==> src/rtl/tx_emac_pkg.sv <==
// Shared types for the 10G MAC transmit ingress port: stored packet word,
// framing FSM state and the "all bytes valid" mod encoding.
package tx_emac_pkg;

  typedef struct packed {
    logic [63:0] data;
    logic        sop;
    logic        eop;
    logic [2:0]  mod;
  } pkt_word_t;

  typedef enum logic {
    IDLE   = 1'b0,
    IN_PKT = 1'b1
  } tx_state_e;

  localparam logic [2:0] MOD_FULL = 3'd0;

endpackage

==> src/rtl/tx_emac_port_if.sv <==
// Bundle of host-side packet signals, MAC-side FIFO read signals and status
// outputs of tx_emac_port; master = host/MAC environment, slave = the port.
interface tx_emac_port_if;

  logic [63:0] pkt_tx_data;
  logic        pkt_tx_sop;
  logic        pkt_tx_eop;
  logic [2:0]  pkt_tx_mod;
  logic        pkt_tx_val;
  logic        pkt_tx_full;

  logic        txf_ren;
  logic [63:0] txf_data;
  logic        txf_sop;
  logic        txf_eop;
  logic [2:0]  txf_mod;
  logic        txf_val;
  logic        txf_empty;

  logic        err_no_sop;
  logic        err_sop_in_pkt;
  logic        err_overflow;
  logic [31:0] tx_pkt_cnt;

  modport master (
    output pkt_tx_data, pkt_tx_sop, pkt_tx_eop, pkt_tx_mod, pkt_tx_val, txf_ren,
    input  pkt_tx_full, txf_data, txf_sop, txf_eop, txf_mod, txf_val, txf_empty,
    input  err_no_sop, err_sop_in_pkt, err_overflow, tx_pkt_cnt
  );

  modport slave (
    input  pkt_tx_data, pkt_tx_sop, pkt_tx_eop, pkt_tx_mod, pkt_tx_val, txf_ren,
    output pkt_tx_full, txf_data, txf_sop, txf_eop, txf_mod, txf_val, txf_empty,
    output err_no_sop, err_sop_in_pkt, err_overflow, tx_pkt_cnt
  );

endinterface

==> src/rtl/tx_emac_sync_fifo.sv <==
// Single-clock FIFO with registered read port (1-cycle pop latency) and
// both current and next-cycle occupancy outputs.
module tx_emac_sync_fifo #(
  parameter int DEPTH = 16,
  parameter int WIDTH = 69
) (
  input  logic                     clk,
  input  logic                     rst_n,
  input  logic                     wr_en,
  input  logic [WIDTH-1:0]         wr_data,
  input  logic                     rd_en,
  output logic [WIDTH-1:0]         rd_data,
  output logic                     rd_val,
  output logic [$clog2(DEPTH):0]   count,
  output logic [$clog2(DEPTH):0]   count_next
);

  localparam int AW = $clog2(DEPTH);
  localparam logic [AW:0] DEPTH_C = DEPTH[AW:0];

  logic [WIDTH-1:0] mem_q [DEPTH];
  logic [AW-1:0]    wr_ptr_q, wr_ptr_d;
  logic [AW-1:0]    rd_ptr_q, rd_ptr_d;
  logic [AW:0]      count_q, count_d;
  logic [WIDTH-1:0] rd_data_q, rd_data_d;
  logic             rd_val_q, rd_val_d;
  logic             do_wr, do_rd;

  assign do_wr = wr_en && (count_q != DEPTH_C);
  assign do_rd = rd_en && (count_q != '0);

  always_comb begin
    wr_ptr_d  = wr_ptr_q;
    rd_ptr_d  = rd_ptr_q;
    count_d   = count_q;
    rd_data_d = rd_data_q;
    rd_val_d  = do_rd;
    if (do_wr) wr_ptr_d = wr_ptr_q + 1'b1;
    if (do_rd) begin
      rd_ptr_d  = rd_ptr_q + 1'b1;
      rd_data_d = mem_q[rd_ptr_q];
    end
    case ({do_wr, do_rd})
      2'b10:   count_d = count_q + 1'b1;
      2'b01:   count_d = count_q - 1'b1;
      default: count_d = count_q;
    endcase
  end

  // Storage is not reset: stale entries are unreachable once the pointers clear.
  always_ff @(posedge clk) begin
    if (do_wr) mem_q[wr_ptr_q] <= wr_data;
  end

  always_ff @(posedge clk or negedge rst_n) begin
    if (!rst_n) begin
      wr_ptr_q  <= '0;
      rd_ptr_q  <= '0;
      count_q   <= '0;
      rd_data_q <= '0;
      rd_val_q  <= 1'b0;
    end else begin
      wr_ptr_q  <= wr_ptr_d;
      rd_ptr_q  <= rd_ptr_d;
      count_q   <= count_d;
      rd_data_q <= rd_data_d;
      rd_val_q  <= rd_val_d;
    end
  end

  assign rd_data    = rd_data_q;
  assign rd_val     = rd_val_q;
  assign count      = count_q;
  assign count_next = count_d;

endmodule

==> src/rtl/tx_emac_port.sv <==
// 10G MAC transmit ingress port: sop/eop framing check, word FIFO, near-full
// back-pressure. Optional accepted-packet counter enabled by TX_PKT_CNT_EN.
module tx_emac_port
  import tx_emac_pkg::*;
#(
  parameter int DEPTH       = 16,
  parameter int FULL_MARGIN = 4
) (
  input  logic           clk_156m25,
  input  logic           reset_156m25_n,
  tx_emac_port_if.slave  port_if
);

  localparam int          AW         = $clog2(DEPTH);
  localparam int          FULL_THR_I = DEPTH - FULL_MARGIN;
  localparam logic [AW:0] DEPTH_C    = DEPTH[AW:0];
  localparam logic [AW:0] FULL_THR   = FULL_THR_I[AW:0];

  tx_state_e   state_q, state_d;
  logic        err_no_sop_q, err_no_sop_d;
  logic        err_sop_q, err_sop_d;
  logic        err_ovf_q, err_ovf_d;
  logic        full_q, full_d;
  logic        empty_q, empty_d;
  logic        write_req, write_ok;
  pkt_word_t   wr_word, rd_word;
  logic        rd_val;
  logic [AW:0] occ, occ_next;

  always_comb begin
    state_d      = state_q;
    write_req    = 1'b0;
    err_no_sop_d = 1'b0;
    err_sop_d    = 1'b0;
    if (port_if.pkt_tx_val) begin
      unique case (state_q)
        IDLE: begin
          if (port_if.pkt_tx_sop) begin
            write_req = 1'b1;
            state_d   = port_if.pkt_tx_eop ? IDLE : IN_PKT;
          end else begin
            err_no_sop_d = 1'b1;
          end
        end
        IN_PKT: begin
          write_req = 1'b1;
          err_sop_d = port_if.pkt_tx_sop;
          state_d   = port_if.pkt_tx_eop ? IDLE : IN_PKT;
        end
        default: state_d = IDLE;
      endcase
    end
  end

  // Acceptance looks at current occupancy only; a same-cycle pop does not free a slot.
  assign write_ok  = write_req && (occ < DEPTH_C);
  assign err_ovf_d = write_req && !write_ok;

  always_comb begin
    wr_word.data = port_if.pkt_tx_data;
    wr_word.sop  = port_if.pkt_tx_sop;
    wr_word.eop  = port_if.pkt_tx_eop;
    wr_word.mod  = port_if.pkt_tx_eop ? port_if.pkt_tx_mod : MOD_FULL;
  end

  tx_emac_sync_fifo #(
    .DEPTH (DEPTH),
    .WIDTH ($bits(pkt_word_t))
  ) u_fifo (
    .clk        (clk_156m25),
    .rst_n      (reset_156m25_n),
    .wr_en      (write_ok),
    .wr_data    (wr_word),
    .rd_en      (port_if.txf_ren),
    .rd_data    (rd_word),
    .rd_val     (rd_val),
    .count      (occ),
    .count_next (occ_next)
  );

  assign full_d  = (occ_next >= FULL_THR);
  assign empty_d = (occ_next == '0);

  always_ff @(posedge clk_156m25 or negedge reset_156m25_n) begin
    if (!reset_156m25_n) begin
      state_q      <= IDLE;
      err_no_sop_q <= 1'b0;
      err_sop_q    <= 1'b0;
      err_ovf_q    <= 1'b0;
      full_q       <= 1'b0;
      empty_q      <= 1'b1;
    end else begin
      state_q      <= state_d;
      err_no_sop_q <= err_no_sop_d;
      err_sop_q    <= err_sop_d;
      err_ovf_q    <= err_ovf_d;
      full_q       <= full_d;
      empty_q      <= empty_d;
    end
  end

`ifdef TX_PKT_CNT_EN
  logic [31:0] pkt_cnt_q, pkt_cnt_d;

  assign pkt_cnt_d = pkt_cnt_q + 32'(write_ok && port_if.pkt_tx_eop);

  always_ff @(posedge clk_156m25 or negedge reset_156m25_n) begin
    if (!reset_156m25_n) pkt_cnt_q <= '0;
    else                 pkt_cnt_q <= pkt_cnt_d;
  end

  assign port_if.tx_pkt_cnt = pkt_cnt_q;
`else
  assign port_if.tx_pkt_cnt = '0;
`endif

  assign port_if.pkt_tx_full    = full_q;
  assign port_if.txf_empty      = empty_q;
  assign port_if.txf_data       = rd_word.data;
  assign port_if.txf_sop        = rd_word.sop;
  assign port_if.txf_eop        = rd_word.eop;
  assign port_if.txf_mod        = rd_word.mod;
  assign port_if.txf_val        = rd_val;
  assign port_if.err_no_sop     = err_no_sop_q;
  assign port_if.err_sop_in_pkt = err_sop_q;
  assign port_if.err_overflow   = err_ovf_q;

endmodule

==> src/flat_wrapper.sv <==
// flat-port wrapper written by rule: the top's interface ports become plain ports
module tx_emac_port_flat import tx_emac_pkg::*;
#(
  parameter int DEPTH       = 16,
  parameter int FULL_MARGIN = 4
)
  (clk_156m25, reset_156m25_n, port_if_pkt_tx_data, port_if_pkt_tx_sop, port_if_pkt_tx_eop, port_if_pkt_tx_mod, port_if_pkt_tx_val, port_if_txf_ren, port_if_pkt_tx_full, port_if_txf_data, port_if_txf_sop, port_if_txf_eop, port_if_txf_mod, port_if_txf_val, port_if_txf_empty, port_if_err_no_sop, port_if_err_sop_in_pkt, port_if_err_overflow, port_if_tx_pkt_cnt);
  tx_emac_port_if port_if_i ();
  input  logic clk_156m25;
  input  logic reset_156m25_n;
  input wire logic [$bits(port_if_i.pkt_tx_data)-1:0] port_if_pkt_tx_data;
  input wire logic [$bits(port_if_i.pkt_tx_sop)-1:0] port_if_pkt_tx_sop;
  input wire logic [$bits(port_if_i.pkt_tx_eop)-1:0] port_if_pkt_tx_eop;
  input wire logic [$bits(port_if_i.pkt_tx_mod)-1:0] port_if_pkt_tx_mod;
  input wire logic [$bits(port_if_i.pkt_tx_val)-1:0] port_if_pkt_tx_val;
  input wire logic [$bits(port_if_i.txf_ren)-1:0] port_if_txf_ren;
  output wire logic [$bits(port_if_i.pkt_tx_full)-1:0] port_if_pkt_tx_full;
  output wire logic [$bits(port_if_i.txf_data)-1:0] port_if_txf_data;
  output wire logic [$bits(port_if_i.txf_sop)-1:0] port_if_txf_sop;
  output wire logic [$bits(port_if_i.txf_eop)-1:0] port_if_txf_eop;
  output wire logic [$bits(port_if_i.txf_mod)-1:0] port_if_txf_mod;
  output wire logic [$bits(port_if_i.txf_val)-1:0] port_if_txf_val;
  output wire logic [$bits(port_if_i.txf_empty)-1:0] port_if_txf_empty;
  output wire logic [$bits(port_if_i.err_no_sop)-1:0] port_if_err_no_sop;
  output wire logic [$bits(port_if_i.err_sop_in_pkt)-1:0] port_if_err_sop_in_pkt;
  output wire logic [$bits(port_if_i.err_overflow)-1:0] port_if_err_overflow;
  output wire logic [$bits(port_if_i.tx_pkt_cnt)-1:0] port_if_tx_pkt_cnt;
  assign port_if_i.pkt_tx_data = port_if_pkt_tx_data;
  assign port_if_i.pkt_tx_sop = port_if_pkt_tx_sop;
  assign port_if_i.pkt_tx_eop = port_if_pkt_tx_eop;
  assign port_if_i.pkt_tx_mod = port_if_pkt_tx_mod;
  assign port_if_i.pkt_tx_val = port_if_pkt_tx_val;
  assign port_if_i.txf_ren = port_if_txf_ren;
  assign port_if_pkt_tx_full = port_if_i.pkt_tx_full;
  assign port_if_txf_data = port_if_i.txf_data;
  assign port_if_txf_sop = port_if_i.txf_sop;
  assign port_if_txf_eop = port_if_i.txf_eop;
  assign port_if_txf_mod = port_if_i.txf_mod;
  assign port_if_txf_val = port_if_i.txf_val;
  assign port_if_txf_empty = port_if_i.txf_empty;
  assign port_if_err_no_sop = port_if_i.err_no_sop;
  assign port_if_err_sop_in_pkt = port_if_i.err_sop_in_pkt;
  assign port_if_err_overflow = port_if_i.err_overflow;
  assign port_if_tx_pkt_cnt = port_if_i.tx_pkt_cnt;
  tx_emac_port #(.DEPTH(DEPTH), .FULL_MARGIN(FULL_MARGIN)) u_core (.clk_156m25(clk_156m25), .reset_156m25_n(reset_156m25_n), .port_if(port_if_i));
endmodule
==> config.mk <==
export PLATFORM = sky130hd
export DESIGN_NAME = tx_emac_port_flat
export DESIGN_NICKNAME = d
export VERILOG_FILES = /design/src/rtl/tx_emac_pkg.sv /design/src/rtl/tx_emac_port_if.sv /design/src/rtl/tx_emac_sync_fifo.sv /design/src/rtl/tx_emac_port.sv /design/src/flat_wrapper.sv
export SDC_FILE = /design/constraint.sdc
export NUM_CORES = 1
export LEC_CHECK = 0
export CAP_MARGIN = 30
export CORE_MARGIN = 2
export CORE_UTILIZATION = 55
export DETAILED_ROUTE_END_ITERATION = 7
export PLACE_DENSITY = 0.72
export REMOVE_ABC_BUFFERS = 1
export SLEW_MARGIN = 15
export SYNTH_ARGS = -nofsm -noshare
export SYNTH_HDL_FRONTEND = slang
export SYNTH_SLANG_ARGS = --single-unit
==> constraint.sdc <==
create_clock -name clk_156m25 -period 5.31 [get_ports clk_156m25]
set_clock_uncertainty 0.1 [all_clocks]
set_input_delay 0.7965 -clock clk_156m25 [delete_from_list [all_inputs] [get_ports clk_156m25]]
set_output_delay 0.7965 -clock clk_156m25 [all_outputs]
set_load 0.1 [all_outputs]
==> metrics.yaml <==
status:
  outcome: "complete, but fails checks"
  violations: "design-rule violations"
synthesis:
  synth_top_area_share: 0.727
  yosysUniqueCellTypes: 55
  syn-mean-instance-area_sq_um: 22.7
  synth-seq-cells: 1193
  synth_warnings: 0
  synth_largest_area_cell: "edfxtp_1"
  synth.area.top_cells: "edfxtp_1 (73%), mux4_2 (16%), dfrtp_1 (4.8%)"
  ys_seq_area_frac: 0.776
  synth_ff_type: "edfxtp_1"
  syn-cell-area_sq_um: 45600
  synth-edff-count: 1104
  synthArstFlopShare: 0.0746
  syn_inst: 2009
layout:
  ff_latch_area_sq_um: 35400
  stdcell_area_sq_um: 52400
  final_cells: 3392
  fillCellCount: 5188
  final_core_util: 0.638
  num-nets-final: 2303
  final_cell_mix: "edfxtp_1 (1,104), mux4_2 (323), nand2_1 (210)"
  antenna_cells: 0
  drive_above_1_share: 0.253
  area_growth_pct: 14.9
  mostFrequentLayoutCell: "edfxtp_1"
  multi_input_area_sq_um: 9550
global_route:
  grtUsageTotal: 0.236
  antenna_found_initial: 3
  grt_max_degree: 82
  grt_first_pass_wirelength_mm: 147
  gr-total-overflow: 0
  grt_pass1_vias: 21600
timing:
  fmax_mhz: 258
  tightestPinTransition_ns: 0.996
  finalHoldViolations: 0
  rsz0062_at_grt: "no"
  fin_crit_ns: 3.88
  timing.final.ws_setup_ns: 1.43
  slew_violations: 0
  setup_viol: 0
  timing.final.crit_share: 0.730
  slew-limit-headroom: 0.334
power_and_ir_drop:
  intPower_uw: 19300
  finalPower_uw: 28700
  clkPwrFrac: 0.284
  p_leak_uw: 0.0171
  seqPwrFrac: 0.402
  ir_drop_mv: 0.530
  p_comb_frac: 0.314
  power.density_nw_per_um2: 547
  swShare: 0.328
  p_sw_uw: 9410
clock_network:
  cts_resized: 0
  htreeDepth: 3
  cts.sinks: 1193
  cts_tree: "built"
  numCtsBuffers: 114
  insertion_delay_ns: 0.68
  clockBufferDepth: 3
  clk_pin_slew_ns: 0.06
  cts-root-buf: "clkbuf_16"
floorplan:
  pin_count: 180
  fp.dieArea_sq_um: 85200
  initial_core_util: 0.555
  die_x_microns: 292
  core_region_area_sq_um: 82100
  fp.dieH_microns: 292
  rows: 105
placement:
  gp_congestion: 0.827
  place_area_sq_um: 48500
  dp.cells: 3172
  hpwl_mm: 56.5
  post-place-ws_ns: 0.877
  port_buffers: 147
setup_path:
  critPathBufInv: 1
  path_cells: "clkdlybuf4s50_1, o21ai_1, o21ai_1, nor2_2, xor2_1, ha_1, or2_2, a22o_1, a221oi_2, a211oi_2, nor4_2"
  crit_required_ns: 5.77
  cp_top_family: "compound AO/OA/AOI/OAI gates"
  critPathMaxStageDelay_ns: 0.92
  arrival_ns: 4.34
  crit_fanout: 20
  worstSetupPathType: "input pin to flop"
  start_kind: "input pin"
  cpMostUsedCell: "o21ai_1"
  worstSetupEndpointType: "flop"
  slowest_stage: "clkdlybuf4s50_1"
drt:
  wl_mm: 98.9
  final_antenna_net_count: 0
  first_pass_iters: 7
  remaining_drc_errors: 1
  viasPerCell: 6.25
  wire_per_inst_microns: 29.2
  drt_iter0_drc: 2437
  vias: 21200
job:
  drv_cap: 0
worst_hold_path:
  hold_class: "flop to flop"
## sequential cells by signal, indices dropped and copies added (netlist names), 4 cells and up
| name | cells |
|---|---|
| u_core.u_fifo.rd_data | 69 |
| u_core.u_fifo.rd_ptr_q | 4 |
| u_core.u_fifo.count | 5 |
| u_core.u_fifo.mem_q | 1104 |
| u_core.u_fifo.wr_ptr_q | 4 |
## stage by stage
step	hold slack, ns	setup TNS (ns)
after floorplan	0.342	-481.69
after global placement	0.356	0
after detailed placement	0.362	0
after CTS	0.377	0
after global routing	0.394	0
final	0.374	0
## cell families after synthesis
| family | count (synthesis) | share of synthesized area |
|---|---|---|
| AOI/OAI and AO/OA | 41 | 0.00645 |
| other | 1 | 0.0000822 |
| and+or+nand+nor | 269 | 0.0255 |
| muxes | 346 | 0.170 |
| xor gates and xnor gates | 10 | 0.00192 |
| DFF | 1193 | 0.776 |
| buffers and inverters | 141 | 0.0184 |
| adders and majority gates | 8 | 0.00219 |
## power groups by stage
stage          Combinational [uW]  Clock, uW  Sequential (uW)
2_1_floorplan                4330          0            14000
3_3_place_gp                 8800          0            11800
3_5_place_dp                 8900          0            11800
4_1_cts                      8970       8270            11600
5_1_grt                      9470       8630            11600
6_report                     9020       8150            11500
## final timing paths
path,startpoint,end,slack (ns),cells past startpoint
worst min register to register,u_core.u_fifo.rd_data[12],u_core.u_fifo.rd_data[12],0.37,2
max in group asynchronous,reset_156m25_n,u_core.u_fifo.rd_ptr_q[1],3.90,3
min in group asynchronous,reset_156m25_n,u_core.u_fifo.rd_val,0.46,2
worst max register to register,u_core.u_fifo.count[2],u_core.port_if.pkt_tx_full,1.70,9
worst min-delay path,u_core.u_fifo.rd_data[12],u_core.u_fifo.rd_data[12],0.37,2
worst max-delay path,port_if_pkt_tx_sop,u_core.port_if.txf_empty,1.43,11
## layout make-up
class	count	area share
timing repair buffer	200	0.0436
clock inverter	63	0.0122
clock buffer	153	0.0604
tap	1070	0.0255
sequential	1193	0.675
multi-input combinational	706	0.182
inverter	7	0.000549
## cells in the mapped netlist (2+ instances only)
cell type / n
edfxtp_1: 1104
mux4_2: 323
nand2_1: 210
dfrtp_1: 88
buf_4: 49
clkbuf_1: 42
buf_2: 21
and2_1: 16
mux4_1: 14
buf_6: 12
buf_1: 9
mux2_2: 9
o21ai_0: 9
xnor2_1: 9
ha_1: 8
nand3_1: 8
nor2_1: 8
inv_1: 6
a21o_1: 5
a21oi_1: 5
a211oi_1: 4
and4_1: 4
o32ai_1: 4
nor2b_1: 3
nor3_1: 3
nor3b_1: 3
a41o_1: 2
nand4_1: 2
nor4_1: 2
o21ai_1: 2
## tightest hold or removal path: stages (launching register included)
cell,delay [ns]
dfrtp_1,0.34
nand2_1,0.05
nand2_1,0.06
## metal layers
| layer | up-vias | wire [microns] | track usage |
|---|---|---|---|
| met2 | 1015 | 49300 | 0.383 |
| met3 | 116 | 8100 | 0.0392 |
| li1 | 8693 | - | - |
| met5 | - | 12 | 0 |
| met1 | 11400 | 40100 | 0.346 |
| met4 | 2 | 1420 | 0.0503 |
## repair_timing
action / CTS / global route
hold buffers: 1 / 0
setup buffers: 0 / 0
endpoints found under the hold margin: 21 / 0
Note: power is estimated with default switching activity, not from simulation.
==> edit: new RTL, config.mk and constraints unchanged <==
Build with the macro `TX_PKT_CNT_EN` defined.
--- a/src/rtl/tx_emac_port.sv
+++ b/src/rtl/tx_emac_port.sv
@@ -1,5 +1,7 @@
 // 10G MAC transmit ingress port: sop/eop framing check, word FIFO, near-full
 // back-pressure. Optional accepted-packet counter enabled by TX_PKT_CNT_EN.
+`define TX_PKT_CNT_EN
+
 module tx_emac_port
   import tx_emac_pkg::*;
 #(
Behaviour: not the same (Yosys sat finds a counterexample within 4 cycles, from zero or initial values and one cycle with reset_156m25_n low).
==> edit against the unedited design <==
Power rose by 0.41%; sequential cell count rose by 32; setup slack improved by 240 ps; count of clock-buffer cells in the layout rose by 9; die area rose by 2.0%; final area rose by 2.7%; routed wire length fell by 0.54%; first-iteration DRC count fell by 7.6%; area after synthesis rose by 2.0%; largest cell class unchanged; highest routed layer unchanged.
==> edit: results (changes against the unedited design) <==
<table>
<tr><th>Metric</th><th>Value</th></tr>
<tr><th colspan="2">Timing</th></tr>
<tr><td>Final period demand of the worst path</td><td>3638 ps (-238.0 ps)</td></tr>
<tr><td>Max-slew headroom at the worst pin</td><td>31.42% (-1.9 points)</td></tr>
<tr><th colspan="2">Placed design</th></tr>
<tr><td>Worst Setup Slack post-DPL</td><td>1008 ps (+131.3 ps)</td></tr>
<tr><td>Cells after DPL</td><td>3333 (+5.1%)</td></tr>
<tr><td>Post-DP Area</td><td>49890 µm² (+2.8%)</td></tr>
<tr><td># port buffers</td><td>179 (+22%)</td></tr>
<tr><td>Final Wtd Congestion</td><td>0.7885 (-4.6%)</td></tr>
<tr><th colspan="2">Drt</th></tr>
<tr><td>Total via count after detailed routing</td><td>21500 (+1.4%)</td></tr>
<tr><td>Initial detailed-routing violation count</td><td>2252 (-7.6%)</td></tr>
<tr><td>Vias per Instance</td><td>6.034 (-3.5%)</td></tr>
<tr><td>Met3 wirelength from detailed routing</td><td>6471 µm (-20%)</td></tr>
<tr><td>Met2 routed WL</td><td>50210 µm (+1.8%)</td></tr>
<tr><td>First drt pass iteration count</td><td>5 (-2)</td></tr>
<tr><th colspan="2">Finish</th></tr>
<tr><td>Layout inverter count without the clock tree</td><td>10 (+3)</td></tr>
<tr><td>Clkbuf count</td><td>162 (+5.9%)</td></tr>
<tr><td>Reg area</td><td>36200 µm² (+2.3%)</td></tr>
<tr><td>Count of inserted antenna diode cells</td><td>5 (+5)</td></tr>
<tr><td>Multi-input gate share of the layout cell area</td><td>18.28% (+0.044 points)</td></tr>
<tr><td>Multi-Input Combinational</td><td>727 (+3.0%)</td></tr>
<tr><td>Post-layout nets</td><td>2403 (+4.3%)</td></tr>
<tr><th colspan="2">Global route</th></tr>
<tr><td>Maximum number of pins on one net before global-route repair</td><td>73 (-11%)</td></tr>
<tr><td>Wire length of the first global-routing pass</td><td>146700 µm (-0.36%)</td></tr>
<tr><td>Met2 track demand over resource</td><td>38.51% (+0.24 points)</td></tr>
<tr><td>GR met1 Demand/Resource</td><td>32.01% (-2.6 points)</td></tr>
<tr><th colspan="2">Outcome</th></tr>
<tr><td>Run status</td><td>complete, no violations</td></tr>
<tr><th colspan="2">Pwr</th></tr>
<tr><td>LEAKAGE</td><td>17.68 nW (+3.4%)</td></tr>
<tr><td>VDD IR max</td><td>0.0003475 V (-34%)</td></tr>
<tr><th colspan="2">Synth</th></tr>
<tr><td>Sequential fraction of the synthesis area</td><td>77.76% (+0.19 points)</td></tr>
<tr><td>Cell types occupying the most area after synthesis</td><td>edfxtp_1 (71%), mux4_2 (17%), dfrtp_1 (6.5%)</td></tr>
<tr><td>Share of synthesized flip-flops with an asynchronous set or reset</td><td>9.878% (+2.4 points)</td></tr>
<tr><th colspan="2">Worst hold path</th></tr>
<tr><td>Destination of the worst hold path</td><td>u_core.u_fifo.rd_data[5]</td></tr>
<tr><th colspan="2">Worst setup path</th></tr>
<tr><td>Cell type group with the largest total delay on the critical path</td><td>simple AND/OR/NAND/NOR gates</td></tr>
<tr><td>Worst r2r dst</td><td>u_core.port_if.txf_empty</td></tr>
</table>
[edit: cell count changes in the layout (fill, tap and decap cells not counted), sizes merged, moves of 9 or more]
cell,change
and2,-10
clkbuf,+9
clkdlybuf4s50,+32
conb,-32
dfrtp,+32
nand2,+21
nor2,+22
xnor2,+18
xor2,+12
[edit: kinds of logic after synthesis]
kind of cell | synth area share (%)
flip-flops | 77.76
multiplexers | 16.78
AND/OR/NAND/NOR | 2.826
buffers and inverters | 1.353
XOR/XNOR | 0.7691
AO/OA/AOI/OAI | 0.2662
adder cells (fa/ha/maj) | 0.2420
[edit: power breakdown]
part	switching [mW]	total [mW]	internal [mW]	leakage (nW)
clock	3.50	8.25	4.75	1.89
sequential	0.627	11.8	11.2	11.5
combinational	5.14	8.76	3.63	4.34
[edit: repair_timing]
action | in CTS | in global routing
hold endpoints to repair | 44 | 0
hold buffers | 1 | 0
setup endpoints to repair | 0 | 0
[edit: tightest hold or removal path: stages, from the launching register on]
cell and delay, ps:
dfrtp_1 340, nand2_1 50, nand2_1 50
